<file path="src/rtl/sram_port_arbiter.sv">
// Two-master sram-like port arbiter: round-robin grant locked until addr handshake, in-order response routing.
// Latency: 0 cycles on request and response paths; only the order bookkeeping is registered.
// Backpressure: s_req withheld while OUTS requests are outstanding; masters hold req until their addr_ok.
module sram_port_arbiter #(
    parameter int OUTS  = 4,
    parameter int CNT_W = 3
) (
    input  logic             aclk,
    input  logic             areset,

    input  logic             m0_req,
    input  logic             m0_wr,
    input  logic [1:0]       m0_size,
    input  logic [31:0]      m0_addr,
    input  logic [3:0]       m0_wstrb,
    input  logic [31:0]      m0_wdata,
    output logic             m0_addr_ok,
    output logic             m0_data_ok,
    output logic [31:0]      m0_rdata,

    input  logic             m1_req,
    input  logic             m1_wr,
    input  logic [1:0]       m1_size,
    input  logic [31:0]      m1_addr,
    input  logic [3:0]       m1_wstrb,
    input  logic [31:0]      m1_wdata,
    output logic             m1_addr_ok,
    output logic             m1_data_ok,
    output logic [31:0]      m1_rdata,

    output logic             s_req,
    output logic             s_wr,
    output logic [1:0]       s_size,
    output logic [31:0]      s_addr,
    output logic [3:0]       s_wstrb,
    output logic [31:0]      s_wdata,
    input  logic             s_addr_ok,
    input  logic             s_data_ok,
    input  logic [31:0]      s_rdata,

    output logic [CNT_W-1:0] outstanding,
    output logic             proto_err
);

    localparam int PTR_W = (OUTS > 1) ? $clog2(OUTS) : 1;

    typedef enum logic [1:0] {
        ST_IDLE  = 2'd0,
        ST_LOCK0 = 2'd1,
        ST_LOCK1 = 2'd2
    } state_t;

    state_t           state;
    state_t           state_nxt;

    logic             rr_pref;      // master that wins the next tie
    logic [OUTS-1:0]  ord_mem;      // master id of each accepted, unanswered request
    logic [PTR_W-1:0] rd_ptr;
    logic [PTR_W-1:0] wr_ptr;
    logic [CNT_W-1:0] count;
    logic             proto_err_r;

    logic             full;
    logic             empty;
    logic             grant_vld;
    logic             grant_id;
    logic             gnt_req;
    logic             s_req_i;
    logic             hs;
    logic             pop;
    logic             head_id;

    assign full    = (count == CNT_W'(OUTS));
    assign empty   = (count == '0);
    assign head_id = ord_mem[rd_ptr];

    // Grant selection and lock state machine; a lock pins the grant until the address handshake.
    always_comb begin
        grant_vld = 1'b0;
        grant_id  = 1'b0;
        state_nxt = state;
        case (state)
            ST_LOCK0: begin
                grant_vld = 1'b1;
                grant_id  = 1'b0;
            end
            ST_LOCK1: begin
                grant_vld = 1'b1;
                grant_id  = 1'b1;
            end
            default: begin
                if (!full) begin
                    if (m0_req && m1_req) begin
                        grant_vld = 1'b1;
                        grant_id  = rr_pref;
                    end else if (m0_req) begin
                        grant_vld = 1'b1;
                        grant_id  = 1'b0;
                    end else if (m1_req) begin
                        grant_vld = 1'b1;
                        grant_id  = 1'b1;
                    end
                end
            end
        endcase
        // Everything facing the masters and the bridge is quiet while reset is asserted.
        if (areset) begin
            grant_vld = 1'b0;
        end
        gnt_req = grant_id ? m1_req : m0_req;
        s_req_i = grant_vld && gnt_req && !full;
        hs      = s_req_i && s_addr_ok;
        case (state)
            ST_IDLE: begin
                if (s_req_i && !s_addr_ok) begin
                    state_nxt = grant_id ? ST_LOCK1 : ST_LOCK0;
                end
            end
            ST_LOCK0, ST_LOCK1: begin
                if (hs || !gnt_req) begin
                    state_nxt = ST_IDLE;
                end
            end
            default: state_nxt = ST_IDLE;
        endcase
    end

    // Lock state register.
    always_ff @(posedge aclk or posedge areset) begin
        if (areset) begin
            state <= ST_IDLE;
        end else begin
            state <= state_nxt;
        end
    end

    // Round-robin pointer moves to the other master after each accepted request.
    always_ff @(posedge aclk or posedge areset) begin
        if (areset) begin
            rr_pref <= 1'b0;
        end else if (hs) begin
            rr_pref <= ~grant_id;
        end
    end

    assign pop = s_data_ok && !empty && !areset;

    // Order FIFO: push the granted id on acceptance, pop the head on each response; pointers wrap modulo OUTS.
    always_ff @(posedge aclk or posedge areset) begin
        if (areset) begin
            ord_mem <= '0;
            rd_ptr  <= '0;
            wr_ptr  <= '0;
            count   <= '0;
        end else begin
            if (hs) begin
                ord_mem[wr_ptr] <= grant_id;
                wr_ptr <= (wr_ptr == PTR_W'(OUTS - 1)) ? '0 : wr_ptr + 1'b1;
            end
            if (pop) begin
                rd_ptr <= (rd_ptr == PTR_W'(OUTS - 1)) ? '0 : rd_ptr + 1'b1;
            end
            if (hs && !pop) begin
                count <= count + 1'b1;
            end else if (!hs && pop) begin
                count <= count - 1'b1;
            end
        end
    end

    // Sticky flag for a bridge response that has no matching accepted request.
    always_ff @(posedge aclk or posedge areset) begin
        if (areset) begin
            proto_err_r <= 1'b0;
        end else if (s_data_ok && empty) begin
            proto_err_r <= 1'b1;
        end
    end

    assign s_req      = s_req_i;
    assign s_wr       = grant_vld ? (grant_id ? m1_wr    : m0_wr)    : 1'b0;
    assign s_size     = grant_vld ? (grant_id ? m1_size  : m0_size)  : 2'd0;
    assign s_addr     = grant_vld ? (grant_id ? m1_addr  : m0_addr)  : 32'd0;
    assign s_wstrb    = grant_vld ? (grant_id ? m1_wstrb : m0_wstrb) : 4'd0;
    assign s_wdata    = grant_vld ? (grant_id ? m1_wdata : m0_wdata) : 32'd0;

    assign m0_addr_ok = hs && !grant_id;
    assign m1_addr_ok = hs &&  grant_id;

    // The head is read before this cycle's push lands, so a fresh request is never answered the same cycle.
    assign m0_data_ok = pop && !head_id;
    assign m1_data_ok = pop &&  head_id;
    assign m0_rdata   = m0_data_ok ? s_rdata : 32'd0;
    assign m1_rdata   = m1_data_ok ? s_rdata : 32'd0;

    assign outstanding = count;
    assign proto_err   = proto_err_r;

endmodule

</file>
<file path="config.mk">
export PLATFORM = sky130hd
export DESIGN_NAME = sram_port_arbiter
export DESIGN_NICKNAME = d
export VERILOG_FILES = /design/src/rtl/sram_port_arbiter.sv
export SDC_FILE = /design/constraint.sdc
export NUM_CORES = 1
export LEC_CHECK = 0
export CAP_MARGIN = 20
export CORE_AREA = 2 2 128 130
export DETAILED_ROUTE_END_ITERATION = 8
export DIE_AREA = 0 0 130 132
export PLACE_DENSITY = 0.55
export SETUP_SLACK_MARGIN = 0.2
export SYNTH_ARGS = -nofsm -noshare
export SYNTH_HDL_FRONTEND = slang
export SYNTH_SLANG_ARGS = --single-unit
</file>
<file path="constraint.sdc">
create_clock -name aclk -period 3.4 [get_ports aclk]
set_input_delay 0.68 -clock aclk [delete_from_list [all_inputs] [get_ports aclk]]
set_output_delay 0.68 -clock aclk [all_outputs]
set_load 0.02 [all_outputs]
</file>
==> results by group, run 1 <==
Power and ir drop
  – Seq pwr share: around 9%
  – Tot Pwr: 4.09 mW
  – Clock power share: 5.7%
  – Sw Ratio: roughly 52%
  – Cell Int Power: 1.97 mW
  – Worst vdd ir: between 0.0002 and 0.0003 V
  – PwrDens: 670 nW/um2
  – Gate power share: 85.5%
  – Leakage: between 3 and 4 nW
  – Sw power: 2.12 mW

Synth
  – Seq cells post-synth: 15
  – Yosys warnings: 0
  – Async SR Flop Fraction: 100%
  – Synth top area share: 23.0%
  – Post-synth EDFFs: 0
  – Sequential area share after synthesis: ~16%
  – Synth top cells by count: 147 x nand2_1, 73 x a21oi_1, 33 x and2_1, 33 x and3_1, 21 x buf_2
  – Post-synthesis net count: 591
  – XOR/XNOR share of the synthesized area: 1.10%
  – Top_reg_cell synth: dfrtp_1
  – Top-count cell post-synth: nand2_1
  – Post-synthesis compound-gate area fraction: 22.0%
  – Average cell area after synthesis: about 6.0 um2
  – Largest cells by area after synthesis: nand2_1 23%, dfrtp_1 16%, a21oi_1 15%, and2_1 8.6%, and3_1 8.6%
  – Cells after Synth: 402
  – Synth Cell Area: 2400 um2
  – Post-Synth Adder-Cell Area: 5.01%
  – Post-Synth Simple-Gate Area: a little under half
  – Combinational family with the most area after synthesis: simple AND/OR/NAND/NOR gates
  – Cell taking the most area after synthesis: nand2_1
  – Cell variety after synth: 41
  – Multiplexer share of the synthesized area: about 2.8%

Drt
  – 1st-pass router iterations: 4
  – DRT Wirelength: 14400 um
  – Via-per-instance ratio: ~4.2
  – Via count: 4035
  – Final ANT Viol Nets: 0
  – Drt wl/cell: around 15 um
  – DRC: 0
  – DR iter-0 viols: roughly 200

Placed design
  – Port-buffer cells: 323
  – Routability cong.: 0.870
  – Post-detail-place hpwl: 11500 um

Clocking
  – CTS tree: yes
  – CTS Buffer Depth: 2
  – Clock-pin slew on the worst setup and hold paths: 0.05 ns
  – CTS root buf: clkbuf_16
  – Clock sink total: 15
  – CTS Buf Count: 3
  – Clock Latency Late Sink: 0.25 ns
  – H-tree depth: 1

STA
  – Endpoints failing hold: 0
  – Final setup fails: 0
  – Fin crit share: between 90% and 100%
  – Final Max Slew Viols: 0
  – Fmax achieved: 316 MHz
  – Min cycle time layout: 3.16 ns
  – Worst Tran Pin Value: ~0.52 ns
  – RSZ-0062 raised after global routing: true
  – Slew Limit Headroom: between 60% and 70%
  – Skew final: about 0.0012 ns

Status
  – Status: finished, final reports clean

Layout
  – Final core occ: 38.9%
  – Final-layout fill cell count: 1672
  – Layout cells sized above 1: between 10% and 20%
  – Synth-to-layout area growth: 155%
  – Ant diodes: 0
  – Layout Nets: slightly above 900

Worst setup path
  – Crit-path max cell delay: approximately 0.43 ns
  – Crit start category: primary input
  – Cell chain of the critical path: clkdlybuf4s50_1 -> nor2b_2 -> o31ai_4 -> buf_4 -> buf_4 -> nand2_1 -> a21oi_1 -> dlygate4sd2_1
  – Required @ worst endpoint: 2.72 ns
  – Crit end category: primary output
  – Crit path kind: in -> out
  – Crit-path slowest cell: clkdlybuf4s50_1
  – Crit-path max FO: 11
  – CP Buf/Inv Count: 4
  – Most used cell, CP: buf_4
  – CP arrival: 2.48 ns
  – Crit-path leading delay family: buffers and inverters

Die
  – # IOs: roughly 320
  – DIE WIDTH: 130 um
  – DIE AREA: 17200 um2
  – Core ar.: between 15000 and 20000 um2
  – Rows: 46
  – Vert. Die Dim: 132 um
  – Initial Utilization: 15.3%

Global route
  – First-pass GRT wire length: 21100 um
  – Congestion Overflow GR: 0
  – Largest net degree at the start of global routing: 37
  – Global-route usage over all layers: approximately 15%
  – Vias in the first global route: 3956
  – Number of antenna violations at the first check in global routing: 0

Job
  – Max-cap violations: 0

Min path
  – Hold crit path type: reg -> reg
layout make-up:
type,count,area (um2),area share (%)
clock buffers,3,75.1,1.23
clock inverters,1,7.51,0.123
inverters,8,30.0,0.492
multi-input cells,344,1870,30.6
flip-flops and latches,15,375,6.15
well taps,216,270,4.42
repair buffers,369,3480,56.9
routing by layer:
layer  vias up  GRT usage (%)  part of all wire [%]
met1      1826           18.6                    40
met2       160           27.1                    51
met5         -              0                     0
li1       2023              -                     -
met3        26           3.41                   6.9
met4         0           4.18                   2.6
power groups by stage:
stage / Sequential, mW / Combinational (mW) / Clock [mW]
after global placement: 0.356 / 3.63 / 0
after floorplan: 0.368 / 1.84 / 0
after global routing: 0.378 / 3.78 / 0.248
after CTS: 0.361 / 3.45 / 0.238
final: 0.359 / 3.50 / 0.233
after detailed placement: 0.363 / 3.67 / 0
stage by stage:
stage	setup TNS (ns)	cells	setup slack, ns	instance area (um2)	hold slack, ns
after floorplan	0	402	0.735	2400	0.477
after global placement	-3.55	942	-0.109	6150	0.451
after detailed placement	-4.57	942	-0.132	6150	0.480
after CTS	0	947	0.0821	6150	0.491
after global routing	0	956	0.140	6110	0.501
final	0	956	0.238	6110	0.476
sequential cells by signal, indices dropped and copies added (netlist names):
register,flops
outstanding,3
rr_pref,1
rd_ptr,2
proto_err,1
wr_ptr,2
state,2
ord_mem,4
logic make-up (layout without fill, tap and decap cells):
family | after synthesis | count (layout)
simple gates | 233 | 233
compound gates | 94 | 94
buf+inv | 43 | 381
flops | 15 | 15
fa+ha+maj | 9 | 9
mux | 5 | 5
xor+xnor | 3 | 3
timing repair:
item	CTS	global route
hold buffers	0	0
cloned	0	3
gates resized for setup	192	61
pin swaps	1	2
endpoints found under the setup margin	140	64
setup buffers	1	6
cell usage in the layout (no fill, tap or decap), types with 3 or more instances in the layout:
cell type / count
ha_1: 8
buf_4: 30
inv_1: 7
dlygate4sd2_1: 86
a31oi_1: 4
buf_6: 3
clkdlybuf4s50_1: 183
a41oi_1: 4
clkbuf_2: 30
a21oi_1: 73
buf_12: 9
nand2_1: 147
and3_1: 33
mux2_2: 4
buf_2: 8
clkdlybuf4s15_2: 7
dfrtp_1: 15
nor2_1: 7
clkbuf_16: 6
and2_1: 33
clkdlybuf4s15_1: 7
worst paths after layout:
kind	from	endpoint	slack, ns	cells after the start
max in group asynchronous	areset	ord_mem[0]	2.22	3
setup reg to reg	state[0]	outstanding[2]	0.59	14
hold reg to reg	proto_err	proto_err	0.48	1
setup / recovery	m0_req	s_wdata[23]	0.24	8
min in group asynchronous	areset	outstanding[2]	0.99	3
hold / removal	proto_err	proto_err	0.48	1
(Power assumes the default switching activity.)
==> run 2, diff against run 1 <==
Clock period 3.4 ns to 3.55 ns, I/O delays scaled along.
==> results by group, run 2 (synthesis results as in run 1) <==
Die
  – DIE WIDTH: between 100 and 150 um
  – # IOs: ~320
  – Initial Utilization: 15.3%
  – Vert. Die Dim: 132 um
  – Core ar.: 15700 um2
  – Rows: 46
  – DIE AREA: 17200 um2

Placed design
  – Dpl cells: 937
  – Port-buffer cells: 323
  – Routability cong.: around 0.88
  – Post-detail-place hpwl: roughly 11000 um

Layout
  – Commonest cells after routing, fill and taps aside: 218 x clkdlybuf4s50_1, 147 x nand2_1, 73 x a21oi_1
  – Final-layout fill cell count: 1635
  – Layout Nets: slightly above 900
  – Synth-to-layout area growth: 149%
  – Sequential cell area: 375 um2
  – Top reg by flops: ord_mem
  – Final core occ: 37.9%
  – Max FFs per register: 4
  – Multi-input gate area: 1870 um2
  – Commonest non-fill, non-tap cell in the layout: clkdlybuf4s50_1
  – Post-Layout Cell Count: 942
  – Layout cells sized above 1: 11.9%

Worst setup path
  – Crit-path leading delay family: buffers and inverters
  – Cell chain of the critical path: clkdlybuf4s50_1 -> nand2b_1 -> buf_4 -> o31a_2 -> buf_12 -> buf_12 -> nand2_1 -> a21oi_1 -> dlygate4sd2_1
  – Most used cell, CP: buf_12
  – CP arrival: 2.57 ns
  – Crit end category: primary output
  – Crit-path max FO: 21
  – Required @ worst endpoint: 2.84 ns
  – Crit path kind: in -> out
  – Crit start category: primary input
  – Crit-path max cell delay: 0.50 ns
  – CP Buf/Inv Count: 5
  – Crit-path slowest cell: clkdlybuf4s50_1

Power and ir drop
  – PwrDens: 631 nW/um2
  – Worst vdd ir: about 0.00022 V
  – Leakage: 2.86 nW

STA
  – Skew final: approximately 0.0032 ns
  – Worst Tran Pin Value: just over 0.5 ns
  – Fmax achieved: 305 MHz
  – Hold slack: 0.456 ns
  – Min cycle time layout: 3.28 ns
  – Slew Limit Headroom: 66.1%
  – Endpoints failing hold: 0
  – Final setup fails: 0
  – Final Max Slew Viols: 0
  – RSZ-0062 raised after global routing: true
  – Fin crit share: 92.4%

Global route
  – First-pass GRT wire length: 21200 um
  – Largest net degree at the start of global routing: 35
  – Congestion Overflow GR: 0
  – Number of antenna violations at the first check in global routing: 0
  – Vias in the first global route: 3935
  – Global-route usage over all layers: 15.4%

Clocking
  – Post-CTS Setup Bufs: 0
  – H-tree depth: 1
  – CTS Hold Buffers Added: 0
  – CTS tree: yes
  – CTS Buf Count: 3
  – CTS Buffer Depth: 2
  – Clock Latency Late Sink: 0.25 ns
  – Clock sink total: 15
  – Clock-pin slew on the worst setup and hold paths: 0.05 ns
  – CTS root buf: clkbuf_16

Drt
  – Drt wl/cell: 14.5 um
  – Via count: 3944
  – DR iter-0 viols: 218
  – Final ANT Viol Nets: 0
  – DRC: 0
  – Via-per-instance ratio: between 4 and 5
  – 1st-pass router iterations: 4
  – DRT Wirelength: 13700 um

Job
  – Max-cap violations: 0

Status
  – Status: finished, final reports clean

Min path
  – Hold crit path type: reg -> reg
[run 2: cell types whose count changed in the layout (fill, tap and decap cells not counted), sizes merged]
cell,delta
clkdlybuf4s50,+35
clkbuf,+2
clkinvlp,-1
clkdlybuf4s15,-3
diode,+1
buf,-20
dlymetal6s2s,-1
clkinv,+1
dlygate4sd2,-28
[run 2: path summary, 6_finish.rpt]
path	startpoint	to	slack [ns]	cells past startpoint
worst max-delay path	m1_req	s_addr[19]	0.27	9
worst min-delay path	proto_err	proto_err	0.46	1
worst max register to register	state[0]	outstanding[1]	0.75	12
worst min register to register	proto_err	proto_err	0.46	1
max in group asynchronous	areset	state[1]	2.38	3
min in group asynchronous	areset	proto_err	0.97	3
[run 2: cell type report]
type / instances / area share, %
Antenna cell: 1 / 0.0420
Sequential cell: 15 / 6.30
Tap cell: 216 / 4.53
Multi-Input combinational cell: 344 / 31.3
Clock inverter: 1 / 0.0840
Timing Repair Buffer: 354 / 56.0
Clock buffer: 3 / 1.26
Inverter: 8 / 0.504
[run 2: through the flow]
step / setup slack (ns) / TNS (ns) / area, um2 / power (mW)
6_report: 0.268 / 0 / 5960 / 3.76
5_1_grt: 0.180 / 0 / 5960 / 4.08
3_5_place_dp: -0.0465 / -0.300 / 6110 / 3.82
2_1_floorplan: 0.855 / 0 / 2400 / 2.12
3_3_place_gp: -0.0283 / -0.0446 / 6110 / 3.79
4_1_cts: 0.207 / 0 / 6070 / 3.83
[run 2: what timing repair did]
action                                  4_1_cts  5_1_grt
endpoints found under the setup margin      108       80
pin swaps                                     1        0
resized for setup                           106       83
[run 2: worst register-to-register path, stage by stage, from the launching register on]
cell     delay (ns)
dfrtp_1        0.37
inv_1          0.08
ha_1           0.31
buf_4          0.18
o31a_1         0.26
and3_1         0.21
nand2_2        0.13
buf_4          0.16
inv_1          0.05
ha_1           0.21
inv_1          0.07
fa_1           0.40
mux2_2         0.26
[run 2: metal layers]
metal / global-route usage [%] / part of all wire, % / up-vias
met5: 0 / 0 / -
met4: 4.54 / 2.6 / 0
met3: 3.49 / 6.4 / 26
met2: 27.2 / 51 / 159
met1: 18.4 / 40 / 1764
li1: - / - / 1995
[run 2: report_power, final]
group | leakage (nW) | switching (mW) | internal (mW)
combinational | 2.65 | 1.82 | 1.38
clock | 0.0409 | 0.0681 | 0.150
sequential | 0.177 | 0.0845 | 0.258
